--- src/rtl/writeback_unit.sv ---
// Register-file write-port arbiter: ALU results vs. a small load-return FIFO; optional busy scoreboard (WRITEBACK_SCOREBOARD_EN).
// Latency: ALU write in the same cycle; a buffered load is written no earlier than the cycle after it is accepted.
// Backpressure: ld_ready_o drops while the FIFO is full; stall_o holds the ALU stream when the FIFO head starves.
module writeback_unit #(
    parameter int ADDRESS_WIDTH = 5,
    parameter int DATA_WIDTH    = 32,
    parameter int FIFO_DEPTH    = 2,
    parameter int STARVE_LIMIT  = 4
) (
    input  logic                          clk_i,
    input  logic                          rst_ni,
    input  logic                          alu_valid_i,
    input  logic [ADDRESS_WIDTH-1:0]      alu_rd_i,
    input  logic [DATA_WIDTH-1:0]         alu_data_i,
    input  logic                          ld_issue_i,
    input  logic [ADDRESS_WIDTH-1:0]      ld_issue_rd_i,
    input  logic                          ld_valid_i,
    input  logic [ADDRESS_WIDTH-1:0]      ld_rd_i,
    input  logic [DATA_WIDTH-1:0]         ld_data_i,
    output logic                          ld_ready_o,
    output logic [ADDRESS_WIDTH-1:0]      A3_o,
    output logic [DATA_WIDTH-1:0]         WD3_o,
    output logic                          WE3_o,
    output logic [2**ADDRESS_WIDTH-1:0]   busy_o,
    output logic                          stall_o
);

    localparam int PW = $clog2(FIFO_DEPTH);
    localparam int CW = $clog2(STARVE_LIMIT + 1);
    localparam logic [CW-1:0] LIMIT = CW'(STARVE_LIMIT);

    logic [PW:0]               wr_ptr;
    logic [PW:0]               rd_ptr;
    logic [ADDRESS_WIDTH-1:0]  mem_rd   [FIFO_DEPTH];
    logic [DATA_WIDTH-1:0]     mem_data [FIFO_DEPTH];
    logic                      ready_q;
    logic                      stall_q;
    logic [CW-1:0]             cnt_q;
    logic [CW-1:0]             cnt_next;
    logic                      empty;
    logic                      full;
    logic                      push;
    logic                      pop;
    logic                      alu_req;
    logic                      alu_win;
    logic                      fifo_win;

    assign empty      = (wr_ptr == rd_ptr);
    assign full       = (wr_ptr[PW] != rd_ptr[PW]) && (wr_ptr[PW-1:0] == rd_ptr[PW-1:0]);
    assign ld_ready_o = ready_q && !full;
    assign stall_o    = stall_q;

    // Writes are gated by rst_ni so nothing reaches the regfile while reset is held.
    assign alu_req  = alu_valid_i && (alu_rd_i != '0);
    assign fifo_win = rst_ni && !empty && (stall_q || !alu_req);
    assign alu_win  = rst_ni && alu_req && !stall_q;
    assign push     = ld_valid_i && ld_ready_o && (ld_rd_i != '0);
    assign pop      = fifo_win;

    always_comb begin
        WE3_o = 1'b0;
        A3_o  = '0;
        WD3_o = '0;
        if (fifo_win) begin
            WE3_o = 1'b1;
            A3_o  = mem_rd[rd_ptr[PW-1:0]];
            WD3_o = mem_data[rd_ptr[PW-1:0]];
        end else if (alu_win) begin
            WE3_o = 1'b1;
            A3_o  = alu_rd_i;
            WD3_o = alu_data_i;
        end
    end

    // Head lost to the ALU this cycle: count it, saturating at the limit.
    always_comb begin
        cnt_next = cnt_q;
        if (empty || pop) begin
            cnt_next = '0;
        end else if (alu_win && (cnt_q != LIMIT)) begin
            cnt_next = cnt_q + 1'b1;
        end
    end

    always_ff @(posedge clk_i or negedge rst_ni) begin
        if (!rst_ni) begin
            ready_q <= 1'b0;
            wr_ptr  <= '0;
            rd_ptr  <= '0;
            cnt_q   <= '0;
            stall_q <= 1'b0;
        end else begin
            ready_q <= 1'b1;
            if (push) begin
                wr_ptr <= wr_ptr + 1'b1;
            end
            if (pop) begin
                rd_ptr <= rd_ptr + 1'b1;
            end
            cnt_q   <= cnt_next;
            stall_q <= (cnt_next >= LIMIT);
        end
    end

    always_ff @(posedge clk_i) begin
        if (push) begin
            mem_rd[wr_ptr[PW-1:0]]   <= ld_rd_i;
            mem_data[wr_ptr[PW-1:0]] <= ld_data_i;
        end
    end

`ifdef WRITEBACK_SCOREBOARD_EN
    logic [2**ADDRESS_WIDTH-1:0] busy_q;
    logic [2**ADDRESS_WIDTH-1:0] busy_next;

    // Clear first so a same-cycle issue to the same register wins.
    always_comb begin
        busy_next = busy_q;
        if (pop) begin
            busy_next[A3_o] = 1'b0;
        end
        if (ld_issue_i && (ld_issue_rd_i != '0)) begin
            busy_next[ld_issue_rd_i] = 1'b1;
        end
        busy_next[0] = 1'b0;
    end

    always_ff @(posedge clk_i or negedge rst_ni) begin
        if (!rst_ni) begin
            busy_q <= '0;
        end else begin
            busy_q <= busy_next;
        end
    end

    assign busy_o = busy_q;
`else
    logic unused_ld_issue;
    assign unused_ld_issue = ^{ld_issue_i, ld_issue_rd_i};
    assign busy_o          = '0;
`endif

endmodule

--- config.mk ---
export PLATFORM = sky130hd
export DESIGN_NAME = writeback_unit
export DESIGN_NICKNAME = d
export VERILOG_FILES = /design/src/rtl/writeback_unit.sv
export SDC_FILE = /design/constraint.sdc
export NUM_CORES = 1
export LEC_CHECK = 0
export BUFFER_PORTS_ARGS = -buffer_cell sky130_fd_sc_hd__buf_2
export CORE_UTILIZATION = 25
export CTS_CLUSTER_SIZE = 28
export DETAILED_ROUTE_END_ITERATION = 6
export PLACE_DENSITY = 0.47
export SLEW_MARGIN = 10
export SYNTH_ARGS = -nofsm -noshare
export SYNTH_HDL_FRONTEND = slang
export SYNTH_SLANG_ARGS = --single-unit
export TNS_END_PERCENT = 5
--- constraint.sdc ---
create_clock -name clk_i -period 5 [get_ports clk_i]
set_clock_uncertainty 0.15 [all_clocks]
set_input_delay 0.25 -clock clk_i [delete_from_list [all_inputs] [get_ports clk_i]]
set_output_delay 0.25 -clock clk_i [all_outputs]
set_load 0.01 [all_outputs]
[Word level (Yosys, flattened, before mapping)]
Memories as Yosys holds them, arrays and structs flattened.
Cells that the tools add are included.
Operators by class
  add/sub/neg operators: 3
  $lt $le $gt $ge: 1
  eq/ne operators: 4
  multiplexer cells: 10
  reduce and logical (&&, ||, !) cells: 18
Operators with widths (count)
  32-bit two-way mux: 2
  1-bit logical AND: 10
  5-bit two-way mux: 2
  5-bit nonzero test: 2
  3-bit two-way mux: 2
  2-bit by 1-bit adder with 2-bit output (second input constant): 2
  1-bit zero test: 4
  1-bit two-way mux: 4
  3-bit by 1-bit adder with 3-bit output (second input constant): 1
  3-bit greater-or-equal comparator (second input constant): 1
  3-bit inequality test (second input constant): 1
  2-bit == test: 1
  1-bit logical OR: 2
  1-bit == test: 1
  1-bit inequality test: 1
Word-level totals
  flip-flop bits (word level): 9
  RAM bits: 74
  input port bits: 84
  output and inout port bits: 72
  word-level logic and storage cells: 43
  memories: 2
Memories
  mem_data: words 2, bits a word 32, rd ports 1, clocked after Yosys merged registers in 0, wr ports 1, RTL line 35  | logic [DATA_WIDTH-1:0] mem_data [FIFO_DEPTH];
  mem_rd: words 2, bits a word 5, rd ports 1, clocked after Yosys merged registers in 0, wr ports 1, RTL line 34  | logic [ADDRESS_WIDTH-1:0] mem_rd [FIFO_DEPTH];

[Longest topological paths before layout]
  depth in word-level cells: 8
  mapped depth: 7
  gate-level depth less buffers: 5

[Least setup slack after synthesis]
No wires, ideal clock.
  path kind: register -> register
  start: register rd_ptr[0]
  end: memory mem_data[1][0], enable pin
  setup time: 0.482 ns
  data arrival time: 3.448 ns
  path slack: 0.920 ns
  stages on the path, launching flop included: 5
  period minus slack after synthesis: 4.080 ns
  path through: dfrtp_1 > clkbuf_1 > xor2_1 > o21ai_0 > nor3_1
Between the ends
  cells in the longest elaborated chain, start to end: 8
Ends and longest elaborated chain
  from (decl): RTL line 33  | logic [PW:0] rd_ptr;
  from (signal assigned): RTL line 98  | rd_ptr <= rd_ptr + 1'b1;
  1-bit == test: RTL line 49  | assign full = (wr_ptr[PW] != rd_ptr[PW]) && (wr_ptr[PW-1:0] == rd_ptr[PW-1:0]);
  1-bit logical AND: RTL line 49
  1-bit zero test: RTL line 50  | assign ld_ready_o = ready_q && !full;
  1-bit logical AND: RTL line 50
  1-bit logical AND (2 in series): RTL line 57  | assign push = ld_valid_i && ld_ready_o && (ld_rd_i != '0);
  1-bit two-way mux: RTL line 106  | if (push) begin
  1-bit two-way mux (implied by the code): RTL line 108  | mem_data[wr_ptr[PW-1:0]] <= ld_data_i;
  to (decl): RTL line 35
Every way passes these cells.

[Worst setup path in the final report]
  start: input alu_rd_i[2]
  end: output A3_o[4]
Between the ends
  cells in the longest elaborated chain, start to end: 6
  elaborated cells on any way between the ends: 9
  classes of those cells: 2 x mux; 7 x reduce/logical
Ends and longest elaborated chain
  from (decl): RTL line 13  | input logic [ADDRESS_WIDTH-1:0] alu_rd_i,
  5-bit nonzero test (*): RTL line 54  | assign alu_req = alu_valid_i && (alu_rd_i != '0);
  1-bit logical AND (*): RTL line 54
  1-bit logical AND or 1-bit zero test (tied branches): RTL line 56, 55
  1-bit logical AND or 1-bit logical OR (tied branches): RTL line 56, 55
  5-bit two-way mux or 1-bit logical AND (tied branches): RTL line 68, 55
  5-bit two-way mux (*): RTL line 64  | if (fifo_win) begin
  to (decl): RTL line 21  | output logic [ADDRESS_WIDTH-1:0] A3_o,
Mark *: on every way between the ends. The rest lies on a longest branch, timed or not.

==> metrics.md <==
| Metric | Value |
|---|---|
| Remaining antenna violation count after routing | 0 |
| Crit path launch type | input port |
| CTS Root Cell | clkbuf_16 |
| Flops & latches, synth | 82 |
| Most frequent cell after synthesis | edfxtp_1 |
| GP Congestion | 0.663 |
| Worst Max-Slew Pin Slew | 0.941 ns |
| I/O pin cnt | 156 |
| Top post-synthesis cells by count | 74 x edfxtp_1, 40 x nand2_1, 38 x mux2i_1 |
| Die Y-Extent | 124 microns |
| Final count of pins violating max slew | 0 |
| Vias per inst | 4.06 |
| Layout net count | 519 |
| Fin. Hold Viols | 0 |
| CTS tree | built |
| Met3 usage | 2.63% |
| RSZ-0062 raised after global routing | no |
| Clock latency at the later pin of the worst-skew pair | 0.34 ns |
| VDD IR max | 197 uV |
| Crit path time final | 2.89 ns |
| F_max | 347 MHz |
| Met1 usage | 13.0% |
| Leak | 0.00217 uW |
| Critical path class | in -> out |
| Top Usage Layer GRT | met2 |
| Via count | 2516 |
| Die area | 15400 sq um |
| DRC Markers | 0 |
| Post-CTS Resized | 0 |
| Initial core utilization | 25.7% |
| Die span in x | 124 microns |
| Total global-route track usage | 11.1% |
| Fill cell count | 1477 |
| Post-synth EDFFs | 74 |
| Max Fanout on Critical Path | 39 |
| Seq/Total Area, Yosys | 64.9% |
| Grt ovf | 0 |
| Pre-Repair DR Iteration Count | 3 |
| # setup viols final | 0 |
| Max incr delay on CP | 0.75 ns |
| Grt met2 use | 18.4% |
| Slowest CP cell | nand3_2 |
| # H-tree levels | 3 |
| FF-to-FF setup slack | 2.30 ns |
| WP buf/inv | 2 |
| Largest net degree at the start of global routing | 40 |
| Initial antenna violation count | 0 |
| Clock transition at the registers of the reported paths | 0.06 ns |
| Power per cell area | 439 nW/um^2 |
| Top_reg_cell synth | edfxtp_1 |
| Wire length per cell | 13.1 microns |
| Critical Path End Type | primary output |
| Final period util | 57.7% |
| Crit-path cells | buf_2 > or4_4 > o21ai_4 > nand3_2 > o21ai_0 > buf_2 |
| Drt total wl | 8100 microns |
| Hold Path Class | in -> reg |
| Synth Instances | 276 |
| Synth top area share | 59.5% |
| ANT cells | 0 |
| Crit path max-delay family | simple AND/OR/NAND/NOR gates |
| Max_cap viols | 0 |
| Top post-synthesis cells by area | edfxtp_1 59%, mux2i_1 10%, buf_4 6.4% |
| Core area | 14500 sq um |
| Tot Pwr | 2220 uW |
| Post-synth cell types | 30 |
| First-pass GRT wire length | 12800 microns |
| Drt initial violations | 47 |
| Most used cell, CP | buf_2 |
| Synthesized area per cell | 13.5 sq um |
| Setup Total Neg Slack | 0 ns |
| Vias in the first global route | 2528 |
| CTS buffer count | 9 |
| CP required | 4.60 ns |
| Cell taking the most area after synthesis | edfxtp_1 |
| # rows | 44 |
| Number of port buffers | 117 |
| HPWL Detailed | 5180 microns |
| Ys Warns | 0 |
| Status | finished clean |
| Rel. slew slack | 37.2% |
| Clock sinks | 82 |
| Arr. time, crit path | 2.49 ns |
| Layout cells sized above 1 | 34.6% |
| Post-synthesis async set-or-reset flop share | 9.76% |
| Post-Synthesis Cell Area | 3730 sq um |
| Max Buffers Root-to-Sink | 2 |
| Layout area overhead | 35.4% |
==> worst paths after layout <==
| check | startpoint | to | cells after the start |
|---|---|---|---|
| max in group asynchronous | rst_ni | rd_ptr[0]$_DFFE_PN0N_ | 2 |
| hold reg to reg | wr_ptr[1]$_DFFE_PN0P_ | wr_ptr[1]$_DFFE_PN0P_ | 1 |
| setup / recovery | alu_rd_i[2] | A3_o[4] | 6 |
| setup reg to reg | wr_ptr[0]$_DFFE_PN0P_ | mem_data[0][10]$_DFFE_PP_ | 5 |
| hold / removal | ld_valid_i | wr_ptr[0]$_DFFE_PN0P_ | 3 |
| min in group asynchronous | rst_ni | cnt_q[1]$_DFF_PN0_ | 2 |
==> kinds of logic (layout without fill, tap and decap cells) <==
family / after synthesis / in the layout / share of synthesized area, %
simple gates: 51 / 51 / 6.00
xor+xnor: 7 / 7 / 1.84
buf+inv: 50 / 179 / 8.91
compound gates: 44 / 44 / 7.34
flops: 82 / 82 / 64.9
fa+ha+maj: 2 / 2 / 0.670
mux: 38 / 38 / 10.2
other cells: 2 / 33 / 0.201
==> per-stage QoR <==
stage	utilization [%]	cell area (sq um)	instances	setup WS, ns	hold slack, ns
global route	34.8	5060	620	1.74	0.182
global placement	30.3	4400	568	2.02	-0.00561
finish	34.8	5060	620	2.11	0.172
floorplan	-	3850	307	0.920	-0.196
CTS	34.8	5060	620	1.98	0.159
detailed placement	30.3	4400	568	1.96	-0.00201
==> power by group <==
group / internal [uW] / total (uW) / switching [uW]
logic: 276 / 668 / 392
clock network: 378 / 625 / 247
registers: 882 / 925 / 43.3
total: 1540 / 2220 / 683
==> worst register-to-register path, delay by kind of cell, from the launching register on <==
| family | cells | cell delay (ns) |
|---|---|---|
| AO/OA/AOI/OAI | 1 | 0.17 |
| XOR/XNOR | 1 | 0.16 |
| buffers and inverters | 1 | 0.42 |
| flip-flops | 1 | 0.49 |
| AND/OR/NAND/NOR | 2 | 0.96 |
==> what timing repair did <==
| action | CTS | global route |
|---|---|---|
| setup endpoints to repair | 0 | 0 |
| setup buffers | 0 | 0 |
| endpoints found under the hold margin | 82 | 0 |
| hold buffers | 38 | 0 |
==> metal layers <==
| metal | wire length (microns) | up-vias |
|---|---|---|
| li1 | - | 1238 |
| met1 | 3540 | 1173 |
| met2 | 3990 | 93 |
| met3 | 374 | 12 |
| met4 | 187 | 0 |
| met5 | 0 | - |
==> area by class of cell <==
| cell class | instances | area [sq um] | share of cell area [%] |
|---|---|---|---|
| flip-flops and latches | 82 | 2420 | 47.9 |
| multi-input cells | 175 | 1110 | 21.9 |
| inverters | 5 | 18.8 | 0.371 |
| well taps | 184 | 230 | 4.55 |
| clock buffers | 10 | 229 | 4.53 |
| repair buffers | 160 | 1000 | 19.8 |
| clock inverters | 4 | 45.0 | 0.890 |
==> layout by cell type (no fill, tap or decap), drive strengths merged, types with 2 or more instances in the layout <==
cell type	netlist	layout
buf	37	122
edfxtp	74	74
nand2	40	40
o21ai	39	39
mux2i	38	38
dlygate4sd3	0	38
conb	2	33
clkbuf	8	10
dfrtp	8	8
inv	5	5
xnor2	4	4
xor2	3	3
clkinv	0	3
nor2	2	2
a21oi	2	2
ha	2	2
or4	2	2
nor2b	2	2
==> registers in the layout, indices dropped and copies added (netlist names) <==
signal and count:
mem_rd 10, cnt_q 3, rd_ptr 2, ready_q 1, mem_data 64, wr_ptr 2
Note: power is estimated with default switching activity, not from simulation.
